**config.mk**
```make
export PLATFORM = sky130hd
export DESIGN_NAME = regfile_dump_reader
export DESIGN_NICKNAME = d
export VERILOG_FILES = /design/src/rtl/regfile_dump_reader_pkg.sv /design/src/rtl/dump_byte_serializer.sv /design/src/rtl/regfile_dump_reader.sv
export SDC_FILE = /design/constraint.sdc
export NUM_CORES = 1
export LEC_CHECK = 0
export ABC_AREA = 1
export CAP_MARGIN = 15
export CORE_AREA = 5 5 63 79
export CTS_CLUSTER_SIZE = 24
export DETAILED_ROUTE_END_ITERATION = 7
export DIE_AREA = 0 0 68 84
export HOLD_SLACK_MARGIN = 0.1
export PLACE_DENSITY = 0.81
export SETUP_SLACK_MARGIN = 0.2
export SYNTH_ARGS = -nofsm -noshare
export SYNTH_HDL_FRONTEND = slang
export SYNTH_SLANG_ARGS = --single-unit
```
**constraint.sdc**
```tcl
create_clock -name clk -period 2.7 [get_ports clk]
set_input_delay 0.54 -clock clk [delete_from_list [all_inputs] [get_ports clk]]
set_output_delay 0.54 -clock clk [all_outputs]
set_load 0.005 [all_outputs]
```
**src/rtl/regfile_dump_reader_pkg.sv**
```systemverilog
// rtl/regfile_dump_reader_pkg.sv - shared sizes, FSM encoding and byte-select helper for the dump reader
package regfile_dump_reader_pkg;

  localparam int REG_ADDR_W     = 5;
  localparam int WORD_W         = 32;
  localparam int BYTES_PER_WORD = 4;
  localparam int BYTE_IDX_W     = $clog2(BYTES_PER_WORD);

  typedef enum logic [1:0] {
    IDLE  = 2'd0,
    FETCH = 2'd1,
    SEND  = 2'd2,
    DONE  = 2'd3
  } dump_state_t;

  // Byte k of a word, counting from the most significant byte.
  function automatic logic [7:0] word_byte(input logic [WORD_W-1:0] word,
                                           input logic [BYTE_IDX_W-1:0] k);
    logic [7:0] b;
    case (k)
      2'd0:    b = word[31:24];
      2'd1:    b = word[23:16];
      2'd2:    b = word[15:8];
      default: b = word[7:0];
    endcase
    return b;
  endfunction

endpackage

```
**src/rtl/dump_byte_serializer.sv**
```systemverilog
// rtl/dump_byte_serializer.sv - shadows one register word and streams it out MSB byte first
module dump_byte_serializer
  import regfile_dump_reader_pkg::*;
(
  input  logic              clk,
  input  logic              reset,
  input  logic              load,
  input  logic              clear,
  input  logic [WORD_W-1:0] word,
  output logic [7:0]        out_data,
  output logic              out_valid,
  input  logic              out_ready,
  output logic              last_byte_accepted
);

  localparam logic [BYTE_IDX_W-1:0] LAST_BYTE = BYTE_IDX_W'(BYTES_PER_WORD - 1);

  logic [WORD_W-1:0]     shadow;
  logic [BYTE_IDX_W-1:0] byte_idx;
  logic                  valid_q;
  logic                  handshake;

  // A clear in the same cycle as ready means the byte was not sent.
  assign handshake          = valid_q && out_ready && !clear;
  assign last_byte_accepted = handshake && (byte_idx == LAST_BYTE);
  assign out_valid          = valid_q;
  assign out_data           = word_byte(shadow, byte_idx);

  always_ff @(posedge clk) begin
    if (!reset) begin
      shadow   <= '0;
      byte_idx <= '0;
      valid_q  <= 1'b0;
    end else if (clear) begin
      valid_q <= 1'b0;
    end else if (load) begin
      shadow   <= word;
      byte_idx <= '0;
      valid_q  <= 1'b1;
    end else if (handshake) begin
      if (byte_idx == LAST_BYTE) begin
        valid_q <= 1'b0;
      end else begin
        byte_idx <= byte_idx + 1'b1;
      end
    end
  end

endmodule

```
**src/rtl/regfile_dump_reader.sv**
```systemverilog
// rtl/regfile_dump_reader.sv - walks register indices through a spare read port and dumps them as a byte stream
module regfile_dump_reader
  import regfile_dump_reader_pkg::*;
#(
  parameter int FIRST_REG = 0,
  parameter int LAST_REG  = 31
) (
  input  logic                  clk,
  input  logic                  reset,
  input  logic                  start,
  input  logic                  abort,
  output logic [REG_ADDR_W-1:0] rf_addr,
  input  logic [WORD_W-1:0]     rf_data,
  output logic [7:0]            out_data,
  output logic                  out_valid,
  input  logic                  out_ready,
  output logic                  freeze_req,
  output logic                  busy,
  output logic                  done
);

  localparam logic [REG_ADDR_W-1:0] FIRST_IDX = REG_ADDR_W'(FIRST_REG);
  localparam logic [REG_ADDR_W-1:0] LAST_IDX  = REG_ADDR_W'(LAST_REG);

  dump_state_t           state, state_next;
  logic [REG_ADDR_W-1:0] reg_idx;
  logic                  done_q;
  logic                  load;
  logic                  clear;
  logic                  last_accepted;
  logic [WORD_W-1:0]     fetch_word;

  always_ff @(posedge clk) begin
    if (!reset) begin
      state <= IDLE;
    end else begin
      state <= state_next;
    end
  end

  always_comb begin
    state_next = state;
    case (state)
      IDLE:    if (start) state_next = FETCH;
      FETCH:   state_next = abort ? IDLE : SEND;
      SEND: begin
        if (abort) begin
          state_next = IDLE;
        end else if (last_accepted) begin
          state_next = (reg_idx == LAST_IDX) ? DONE : FETCH;
        end
      end
      DONE:    state_next = IDLE;
      default: state_next = IDLE;
    endcase
  end

  always_comb begin
    busy       = (state != IDLE);
    freeze_req = busy;
    load       = (state == FETCH) && !abort;
    clear      = abort && (state != IDLE);
  end

  // The terminal compare happens before the increment, so the 5-bit index never wraps.
  always_ff @(posedge clk) begin
    if (!reset) begin
      reg_idx <= '0;
      done_q  <= 1'b0;
    end else begin
      done_q <= (state == DONE) && !abort;
      if (state == IDLE && start) begin
        reg_idx <= FIRST_IDX;
      end else if (state == SEND && !abort && last_accepted && reg_idx != LAST_IDX) begin
        reg_idx <= reg_idx + 1'b1;
      end
    end
  end

  assign fetch_word = (reg_idx == '0) ? '0 : rf_data;
  assign rf_addr    = reg_idx;
  assign done       = done_q;

  dump_byte_serializer u_serializer (
    .clk                (clk),
    .reset              (reset),
    .load               (load),
    .clear              (clear),
    .word               (fetch_word),
    .out_data           (out_data),
    .out_valid          (out_valid),
    .out_ready          (out_ready),
    .last_byte_accepted (last_accepted)
  );

endmodule

```
==> results of run 1 <==
## layout make-up
cell class / instances / area, um2 / share of cell area (%)
clock buffer: 8 / 100 / 3.68
inverter: 17 / 68.8 / 2.53
multi-input combinational: 204 / 1060 / 39.0
sequential: 43 / 862 / 31.7
tap: 58 / 72.6 / 2.67
timing repair buffer: 56 / 553 / 20.4
## Yosys cell counts
cell type  count  area, um2
nand3_2        1       10.0
o21ai_1       12       60.1
nor2_1        54        203
nand4_1        2       12.5
buf_6          3       33.8
inv_1         14       52.6
inv_2          2       7.51
buf_1          2       7.51
a21oi_1       47        235
nor2_2         2       12.5
a31oi_1        8       50.1
nand2_1       36        135
nor3_2         1       10.0
nand3b_1       1       7.51
inv_4          1       6.26
dfxtp_1       43        861
nand3_1        6       30.0
nor3_1         1       5.00
buf_2          8       40.0
nor4_1         1       6.26
buf_4          1       7.51
nand3_4        1       17.5
o21ai_0       23        115
ha_1           8        100
clkbuf_1       4       15.0
## routing by layer
layer  GRT usage [%]  vias up
met4            7.41        0
met2            30.4       67
li1                -     1028
met3            5.66       17
met5               0        -
met1            21.5      894
## power groups by stage
| stage | Sequential, mW | Combinational, mW | Clock, mW |
|---|---|---|---|
| after floorplan | 0.694 | 0.112 | 0 |
| after global placement | 0.699 | 0.210 | 0 |
| after detailed placement | 0.699 | 0.214 | 0 |
| after CTS | 0.685 | 0.217 | 0.453 |
| after global routing | 0.692 | 0.251 | 0.481 |
| final | 0.689 | 0.228 | 0.447 |
## tightest hold or removal path, stage by stage (launching register included)
cell	delay, ns
dfxtp_1	0.33
o21ai_1	0.07
nor2_1	0.09
## sequential cells by signal, summed over array words and instances (netlist names)
| name | flops |
|---|---|
| rf_addr | 5 |
| u_serializer.byte_idx | 2 |
| state | 2 |
| u_serializer.out_valid | 1 |
| done | 1 |
| u_serializer.shadow | 32 |
## stage by stage
step,cell area [um2],total power [mW],utilization [%],worst slack [ns],hold slack [ns]
after floorplan,2040,0.806,-,1.13,0.476
after global placement,2560,0.908,60.7,0.503,0.493
after detailed placement,2560,0.913,60.7,0.456,0.498
after CTS,2670,1.35,63.1,0.202,0.520
after global routing,2720,1.42,64.3,0.205,0.542
final,2720,1.36,64.3,0.285,0.519
## kinds of logic after synthesis
logic type	count (synthesis)	synth area share (%)
AND/OR/NAND/NOR	106	22.0
AO/OA/AOI/OAI	90	22.6
flip-flops	43	42.2
buffers and inverters	35	8.34
adder cells (fa/ha/maj)	8	4.91
## what timing repair did
| action | 4_1_cts | 5_1_grt |
|---|---|---|
| setup endpoints to repair | 8 | 8 |
| hold buffers | 0 | 0 |
| gates resized for setup | 2 | 11 |
## how the worst min path moves through the flow
| stage | startpoint | to | slack [ns] | cells after the start |
|---|---|---|---|---|
| 2_1_floorplan | u_serializer.shadow[18] | u_serializer.shadow[18] | 0.48 | 2 |
| 3_3_place_gp | u_serializer.shadow[25] | u_serializer.shadow[25] | 0.49 | 2 |
| 3_5_place_dp | u_serializer.shadow[25] | u_serializer.shadow[25] | 0.50 | 2 |
| 4_1_cts | u_serializer.shadow[19] | u_serializer.shadow[19] | 0.52 | 2 |
| 5_1_grt | u_serializer.shadow[19] | u_serializer.shadow[19] | 0.54 | 2 |
| 6_report | u_serializer.shadow[26] | u_serializer.shadow[26] | 0.52 | 2 |
==> PnR_summary.wiki, run 1 <==
{| class="wikitable"
! Metric !! Value
|-
| Via count of the first global-routing pass || 1925
|-
| Inst Count DP || roughly 380
|-
| Placement row count || 27
|-
| Required time reported for the critical path endpoint || roughly 2.2 ns
|-
| Die extent in y || 84 um
|-
| Post-layout min period || between 2 and 2.5 ns
|-
| TritonCTS buffer count || 5
|-
| Die ar. || between 5000 and 6000 um2
|-
| RSZ-0062 raised after global routing || no
|-
| Flop pwr share || between 50 and 60%
|-
| Total inserted antenna cells || 0
|-
| Count of buffers inserted at the top-level ports || between 50 and 60
|-
| Final-layout fill cell count || ~360
|-
| Routed Wire Length || slightly above 5000 um
|-
| Synthesis-to-layout area growth || 33.1%
|-
| Die Width || ~68 um
|-
| Min-delay worst type || flop to flop
|-
| Dpl hpwl || between 3000 and 4000 um
|-
| Clock-pin slew on the worst setup and hold paths || roughly 0.08 ns
|-
| Netlist area before placement || between 2000 and 2500 um2
|-
| Clk buf depth || 2
|-
| Count of cell instances traversed by the critical path || 5
|-
| CP Capture Type || output port
|-
| Power density of the placed cells || ~500 nW/um2
|-
| Initial DRT Pass Iterations || 4
|-
| Initial Utilization || between 40% and 50%
|-
| Worst Setup EP || out_data[1]
|-
| Net Switching || ~0.34 mW
|-
| Final hold violation count || 0
|-
| Met1 WL || ~2200 um
|-
| Transition at the pin with the smallest max-transition slack || roughly 0.63 ns
|-
| GRT Residual Overflow || 0
|-
| Startpoint of the worst setup timing path || u_serializer.byte_idx[1]
|-
| Highest clock frequency the design can meet || 414 MHz
|-
| Most frequent cells in the layout || nor2_1 (54), clkdlybuf4s50_1 (53), a21oi_1 (47)
|-
| Worst flop-to-flop path startpoint || rf_addr[0]
|-
| Seq/Total Area, Yosys || ~42%
|-
| Cell variety after synth || 25
|-
| First-pass GRT wire length || around 8200 um
|-
| Net switching share of the total power || about a quarter
|-
| Setup TNS Final || 0 ns
|-
| CP startpoint kind || flop
|-
| Worst Setup Path Type || flop to output port
|-
| Uppermost layer routed || met4
|-
| Post-route DRC violation count || 0
|-
| Worst stage delay on the critical path || approximately 0.55 ns
|-
| # H-tree levels || 2
|-
| Pins Over Slew Limit || 0
|-
| Largest net degree at the start of global routing || 35
|-
| Share of layout cells above drive strength 1 || between 7 and 8%
|-
| Result of the run || completed
|-
| Mapped Cells || approximately 280
|-
| Final Non-Filler Cells || around 390
|-
| Number of vias in the routed layout || ~2000
|-
| Clock latency on the worst-skew pair || 0.29 ns
|-
| Post-synthesis area per instance || slightly above 7 um2
|-
| Total length of routed met2 wires || 2420 um
|-
| Post-CTS setup-driven buffer insertion count || 0
|-
| Count of yosys warnings during synthesis || 0
|-
| Endpoints failing setup || 0
|-
| Gr usage total || about 18%
|-
| Final clock skew || about 0.0064 ns
|-
| RePlAce Congestion || between 0.8 and 0.9
|-
| Cell family contributing the most delay on the critical path || buffers and inverters
|-
| Number of top-level pins || 54
|-
| CP max stage cell || clkdlybuf4s50_1
|-
| Count of clock tree sinks || 43
|-
| # nets final || approximately 370
|-
| Slew Limit Headroom || a little under 60%
|-
| Initial antenna violation count || 0
|-
| WL per Instance || around 13 um
|-
| Worst Reg2Reg Path Length in Cells || 5
|-
| Proportion of power drawn by the clock network || between 30% and 40%
|-
| Internal cell power || ~1 mW
|-
| Combinational cell fraction of total power || 16.7%
|-
| Static Leakage || between 1 and 1.5 nW
|-
| CP arrival || around 1.9 ns
|-
| Max-cap violations || 0
|-
| Internal reg-to-reg setup slack || 1.06 ns
|-
| Initial detailed-routing violation count || approximately 100
|-
| Register bit count reported by yosys || 43
|-
| Share of the clock period used by the worst path || between 80% and 90%
|-
| Final antenna-violating net count || 0
|-
| Core area || ~4200 um2
|-
| Synthesized netlist net count || between 300 and 400
|-
| Clock tree from TritonCTS || built
|-
| Endpoint of the worst-slack reg-to-reg timing path || u_serializer.shadow[16]
|-
| Met3 WL post-DR || about 310 um
|-
| Number of buffers and inverters on the critical path || 2
|-
| Via density per instance || 5.20
|-
| Critical path cell sequence || inv_2, ha_4, nand2_1, a31oi_1, clkdlybuf4s50_1
|-
| Max FO, Critical Path || 8
|-
| Worst voltage drop across the vdd grid || between 300 and 400 uV
|-
| Clock root cell || clkbuf_8
|-
| Most common cell after layout, fill and taps aside || nor2_1
|}
(Power assumes the default switching activity.)
==> run 2, diff against run 1 <==
- ABC_CLOCK_PERIOD_IN_PS: not set -> 2700
- RECOVER_POWER: not set -> 100
==> PnR_summary.wiki, run 2 (synthesis gave the netlist of run 1 again) <==
{| class="wikitable"
! Metric !! Value
|-
| Critical path cell sequence || inv_1, ha_4, nand2_1, a31oi_1, dlygate4sd3_1
|-
| Highest clock frequency the design can meet || 403 MHz (-2.6%)
|-
| Most frequent cells in the layout || nor2_1 (54), a21oi_1 (47), dfxtp_1 (42)
|-
| Max-cap violations || 0 (unchanged)
|-
| Final hold violation count || 0 (unchanged)
|-
| Most common cell after layout, fill and taps aside || nor2_1
|-
| Power density of the placed cells || 502 nW/um2 (about the same)
|-
| Clock-pin slew on the worst setup and hold paths || 0.08 ns (about the same)
|-
| Placement row count || 27 (unchanged)
|-
| Post-CTS setup-driven buffer insertion count || 0 (unchanged)
|-
| Share of layout cells above drive strength 1 || 6.71% (-1.2 points)
|-
| Number of vias in the routed layout || 2006 (unchanged)
|-
| Routed Wire Length || 5130 um (+0.21%)
|-
| Initial antenna violation count || 0 (unchanged)
|-
| Worst voltage drop across the vdd grid || 354 uV (-0.77%)
|-
| Setup TNS Final || 0 ns (unchanged)
|-
| Max FO, Critical Path || 8 (unchanged)
|-
| Result of the run || completed
|-
| Gr usage total || 18.4% (unchanged)
|-
| Static Leakage || 1.11 nW (+3.5%)
|-
| Total inserted antenna cells || 0 (unchanged)
|-
| Endpoints failing setup || 0 (unchanged)
|-
| Die extent in y || 84 um (unchanged)
|-
| Share of the clock period used by the worst path || 91.9% (+2.4 points)
|-
| Clock tree from TritonCTS || built
|-
| Worst Reg2Reg Path Length in Cells || 5 (unchanged)
|-
| RSZ-0062 raised after global routing || no
|-
| Transition at the pin with the smallest max-transition slack || 0.676 ns (+0.0433 ns)
|-
| GRT Residual Overflow || 0 (unchanged)
|-
| Worst hold margin || 0.499 ns (-0.0199 ns)
|-
| Clk buf depth || 2 (unchanged)
|-
| # H-tree levels || 2 (unchanged)
|-
| Post-layout min period || 2.48 ns (+0.0657 ns)
|-
| Cell Area, Placed || 2560 um2 (unchanged)
|-
| Initial detailed-routing violation count || 114 (+13%)
|-
| Die ar. || 5710 um2 (unchanged)
|-
| Worst stage delay on the critical path || 0.58 ns (+0.03 ns)
|-
| Worst hold path stage count || 2 (unchanged)
|-
| Clock root cell || clkbuf_8
|-
| Core area || 4220 um2 (unchanged)
|-
| Flip-flop count of the largest register, all copies and words added || 32 (unchanged)
|-
| Slew Limit Headroom || 54.8% (-3.0 points)
|-
| CP arrival || 1.94 ns (+0.06 ns)
|-
| # nets final || 372 (unchanged)
|-
| CP Capture Type || output port
|-
| Overall power of the completed layout || 1.36 mW (-0.56%)
|-
| WL per Instance || 13.3 um (+0.21%)
|-
| Biggest register || u_serializer.shadow
|-
| Final non-filler cell area || 2700 um2 (-0.60%)
|-
| CP max stage cell || dlygate4sd3_1
|-
| Initial DRT Pass Iterations || 4 (unchanged)
|-
| Number of top-level pins || 54 (unchanged)
|-
| Post-route DRC violation count || 0 (unchanged)
|-
| Worst Setup Path Type || flop to output port
|-
| Via density per instance || 5.20 (unchanged)
|-
| Final antenna-violating net count || 0 (unchanged)
|-
| Min-delay worst type || flop to flop
|-
| Final clock skew || 0.00692 ns (+0.000488 ns)
|-
| First-pass GRT wire length || 8160 um (unchanged)
|-
| Count of buffers inserted at the top-level ports || 53 (unchanged)
|-
| TritonCTS buffer count || 5 (unchanged)
|-
| CP startpoint kind || flop
|-
| RePlAce Congestion || 0.834 (unchanged)
|-
| Initial Utilization || 48.3% (unchanged)
|-
| Synthesis-to-layout area growth || 32.3%
|-
| Clock latency on the worst-skew pair || 0.29 ns (about the same)
|-
| Die Width || 68 um (unchanged)
|-
| Dpl hpwl || 3680 um (unchanged)
|-
| Largest net degree at the start of global routing || 35 (unchanged)
|-
| Count of clock tree sinks || 43 (unchanged)
|-
| Pins Over Slew Limit || 0 (unchanged)
|-
| Required time reported for the critical path endpoint || 2.16 ns (about the same)
|-
| Via count of the first global-routing pass || 1925 (unchanged)
|-
| Final-layout fill cell count || 367 (+0.82%)
|}
==> run 2: cell count changes in the layout (fill, tap and decap cells not counted), moves of 2 or more <==
cell and change:
clkdlybuf4s50_1 -15, inv_1 +2, o21ai_0 +10, inv_2 -2, dlygate4sd3_1 +15, o21ai_1 -10
==> run 2: per-layer routing <==
| layer | up-vias | track usage (%) | wire (um) |
|---|---|---|---|
| li1 | 1028 | - | - |
| met1 | 901 | 21.5 | 2240 |
| met2 | 64 | 30.4 | 2450 |
| met3 | 13 | 5.66 | 310 |
| met4 | 0 | 7.41 | 130 |
| met5 | - | 0 | 0 |
==> run 2: where the power goes <==
group / leakage (nW) / internal (mW) / switching, mW
Clock: 0.0515 / 0.234 / 0.214
Sequential: 0.350 / 0.665 / 0.0227
Combinational: 0.712 / 0.118 / 0.102
Total: 1.11 / 1.02 / 0.339
==> run 2: critical path: cells and delay by family (launching register included) <==
family,cells,cell delay [ns]
simple gates,1,0.11
flops,1,0.47
buf+inv,2,0.75
fa+ha+maj,1,0.22
compound gates,1,0.09
==> run 2: path summary, 6_finish.rpt <==
kind / start / slack, ns / endpoint
setup / recovery: u_serializer.byte_idx[1] / 0.22 / out_data[3]
hold / removal: state[1] / 0.50 / done
setup reg to reg: state[1] / 1.03 / u_serializer.shadow[2]
hold reg to reg: state[1] / 0.50 / done
==> run 2: area by class of cell <==
class | instances | area (um2) | share of cell area (%)
repair buffers | 56 | 549 | 20.3
flip-flops and latches | 43 | 862 | 31.9
clock buffers | 8 | 100 | 3.71
multi-input cells | 204 | 1050 | 38.8
inverters | 17 | 68.8 | 2.55
well taps | 58 | 72.6 | 2.69
==> run 2: through the flow <==
step,cells,worst slack (ns),utilization [%]
3_5_place_dp,378,0.456,60.7
4_1_cts,386,0.202,63.1
6_report,386,0.219,63.9
5_1_grt,386,0.124,63.9
2_1_floorplan,282,1.13,-
3_3_place_gp,378,0.503,60.7
==> run 2: repair_timing <==
action,4_1_cts,5_1_grt
resized for setup,2,11
setup endpoints to repair,8,8
hold buffers,0,0
==> run 3, diff against run 2 <==
- CORE_AREA: 5 5 63 79 -> 5 5 80 101
- DIE_AREA: 0 0 68 84 -> 0 0 85 106
- PLACE_DENSITY: 0.81 -> not set
==> PnR_summary.wiki, run 3 (synthesis gave the netlist of run 1 again) <==
{| class="wikitable"
! Metric !! Value
|-
| Largest net degree at the start of global routing || 35 (unchanged)
|-
| GRT Residual Overflow || 0 (unchanged)
|-
| Proportion of power drawn by the clock network || 30.9% (-2.1 points)
|-
| Dpl hpwl || 4030 um (+9.7%)
|-
| Count of buffers inserted at the top-level ports || 53 (unchanged)
|-
| WL per Instance || 13.2 um (-0.50%)
|-
| Via count of the first global-routing pass || 1892 (-1.7%)
|-
| Result of the run || completed
|-
| Power density of the placed cells || 482 nW/um2 (-4.0%)
|-
| Flip-flop count of the largest register, all copies and words added || 32 (unchanged)
|-
| Post-route DRC violation count || 0 (unchanged)
|-
| CP Capture Type || output port
|-
| Most common cell after layout, fill and taps aside || nor2_1
|-
| Total inserted antenna cells || 0 (unchanged)
|-
| Pins Over Slew Limit || 0 (unchanged)
|-
| Internal reg-to-reg setup slack || 0.87 ns (-0.16 ns)
|-
| Clock root cell || clkbuf_8
|-
| Final clock skew || 0.0110 ns (+0.00407 ns)
|-
| Overall power of the completed layout || 1.32 mW (-2.5%)
|-
| Final antenna-violating net count || 0 (unchanged)
|-
| Endpoint of the worst-slack reg-to-reg timing path || u_serializer.byte_idx[0]
|-
| Die ar. || 9010 um2 (+58%)
|-
| Min-delay worst type || flop to flop
|-
| TritonCTS buffer count || 5 (unchanged)
|-
| Initial Utilization || 28.8% (-20 points)
|-
| Die extent in y || 106 um (+26%)
|-
| # nets final || 372 (unchanged)
|-
| Clk buf depth || 2 (unchanged)
|-
| Highest clock frequency the design can meet || 401 MHz (-0.40%)
|-
| Via density per instance || 4.66 (-10%)
|-
| Core area || 7090 um2 (+68%)
|-
| Cell Area, Placed || 2610 um2 (+1.7%)
|-
| Routed Wire Length || 5560 um (+8.3%)
|-
| Die Width || 85 um (+25%)
|-
| Internal cell power || 0.966 mW (-5.0%)
|-
| Number of vias in the routed layout || 1957 (-2.4%)
|-
| Inst Count DP || 412 (+9.0%)
|-
| Final hold violation count || 0 (unchanged)
|-
| Max-cap violations || 0 (unchanged)
|-
| Startpoint of the worst setup timing path || u_serializer.byte_idx[1]
|-
| Number of top-level pins || 54 (unchanged)
|-
| Net switching share of the total power || 26.9% (+1.9 points)
|-
| Clock latency on the worst-skew pair || 0.30 ns (about the same)
|-
| Flop pwr share || 52.1% (+1.4 points)
|-
| CP startpoint kind || flop
|-
| Final non-filler cell area || 2740 um2 (+1.6%)
|-
| Count of clock tree sinks || 43 (unchanged)
|-
| # H-tree levels || 2 (unchanged)
|-
| Final-layout fill cell count || 793 (+120%)
|-
| Net Switching || 0.356 mW (+4.9%)
|-
| Share of the clock period used by the worst path || 92.3% (+0.37 points)
|-
| RePlAce Congestion || 0.781 (-6.3%)
|-
| Initial antenna violation count || 0 (unchanged)
|-
| Post-CTS setup-driven buffer insertion count || 0 (unchanged)
|-
| Final Non-Filler Cells || 420 (+8.8%)
|-
| Worst Reg2Reg Path Length in Cells || 7 (+2)
|-
| Setup TNS Final || 0 ns (unchanged)
|-
| Transition at the pin with the smallest max-transition slack || 0.863 ns (+0.187 ns)
|-
| Synthesis-to-layout area growth || 34.5%
|-
| CP arrival || 1.95 ns (about the same)
|-
| Worst flop-to-flop path startpoint || state[1]
|-
| Initial DRT Pass Iterations || 4 (unchanged)
|-
| Slew Limit Headroom || 42.4% (-12 points)
|-
| Clock-pin slew on the worst setup and hold paths || 0.07 ns (about the same)
|-
| Worst Setup EP || out_data[0]
|-
| Endpoints failing setup || 0 (unchanged)
|-
| Clock tree from TritonCTS || built
|-
| Worst voltage drop across the vdd grid || 225 uV (-36%)
|-
| Post-layout min period || 2.49 ns (+0.0101 ns)
|-
| Initial detailed-routing violation count || 106 (-7.0%)
|-
| RSZ-0062 raised after global routing || no
|-
| Worst Setup Path Type || flop to output port
|-
| Required time reported for the critical path endpoint || 2.16 ns (about the same)
|-
| Gr usage total || 12.2% (-6.2 points)
|-
| Share of layout cells above drive strength 1 || 7.01% (+0.30 points)
|-
| First-pass GRT wire length || 8870 um (+8.7%)
|-
| Max FO, Critical Path || 8 (unchanged)
|-
| Static Leakage || 1.11 nW (-0.79%)
|-
| Most frequent cells in the layout || nor2_1 (54), a21oi_1 (47), dfxtp_1 (42)
|-
| Biggest register || u_serializer.shadow
|-
| Placement row count || 35 (+30%)
|-
| Combinational cell fraction of total power || 17.0% (+0.8 points)
|}
run 3: power by group through the flow:
| stage | Clock (mW) | Combinational [mW] | Sequential, mW |
|---|---|---|---|
| after floorplan | 0 | 0.112 | 0.694 |
| after global placement | 0 | 0.217 | 0.699 |
| after detailed placement | 0 | 0.219 | 0.699 |
| after CTS | 0.412 | 0.224 | 0.685 |
| after global routing | 0.440 | 0.249 | 0.692 |
| final | 0.409 | 0.224 | 0.688 |
run 3: layout make-up:
type / instances / area [um2] / share of cell area [%]
sequential: 43 / 862 / 31.4
clock buffer: 6 / 72.6 / 2.64
timing repair buffer: 56 / 549 / 20.0
clock inverter: 2 / 12.5 / 0.456
inverter: 17 / 66.3 / 2.42
multi-input combinational: 204 / 1070 / 38.9
tap: 92 / 115 / 4.20
run 3: how the worst min path moves through the flow:
| stage | depth (start not counted) | start | endpoint |
|---|---|---|---|
| floorplan | 2 | u_serializer.shadow[18] | u_serializer.shadow[18] |
| global placement | 2 | u_serializer.shadow[20] | u_serializer.shadow[20] |
| detailed placement | 2 | u_serializer.shadow[20] | u_serializer.shadow[20] |
| CTS | 2 | u_serializer.shadow[20] | u_serializer.shadow[20] |
| global route | 2 | u_serializer.shadow[20] | u_serializer.shadow[20] |
| finish | 2 | u_serializer.shadow[22] | u_serializer.shadow[22] |
run 3: per-stage QoR:
step           utilization [%]  setup slack, ns  hold WS [ns]
2_1_floorplan                -             1.13         0.476
3_3_place_gp              36.7            0.420         0.497
3_5_place_dp              36.7            0.382         0.502
4_1_cts                   38.1            0.202         0.524
5_1_grt                   38.7           0.0994         0.548
6_report                  38.7            0.209         0.524
run 3: repair_timing:
| item | in CTS | in global routing |
|---|---|---|
| hold buffers | 0 | 0 |
| gates cloned | 0 | 0 |
| setup endpoints to repair | 8 | 8 |
| gates resized for setup | 5 | 9 |
| endpoints found under the hold margin | 0 | 0 |
run 3: layer usage:
| layer | vias to the layer above | share of wire [%] | track usage (%) |
|---|---|---|---|
| met4 | 0 | 1.4 | 3.96 |
| li1 | 1023 | - | - |
| met3 | 6 | 4.5 | 3.02 |
| met1 | 883 | 47 | 15.6 |
| met2 | 45 | 47 | 20.0 |
| met5 | - | 0 | 0 |
run 3: critical path, stage by stage (launching register included):
cell and delay (ns):
dfxtp_1 0.39, inv_1 0.18, ha_4 0.21, nand2_1 0.07, a31oi_1 0.20, dlygate4sd3_1 0.60
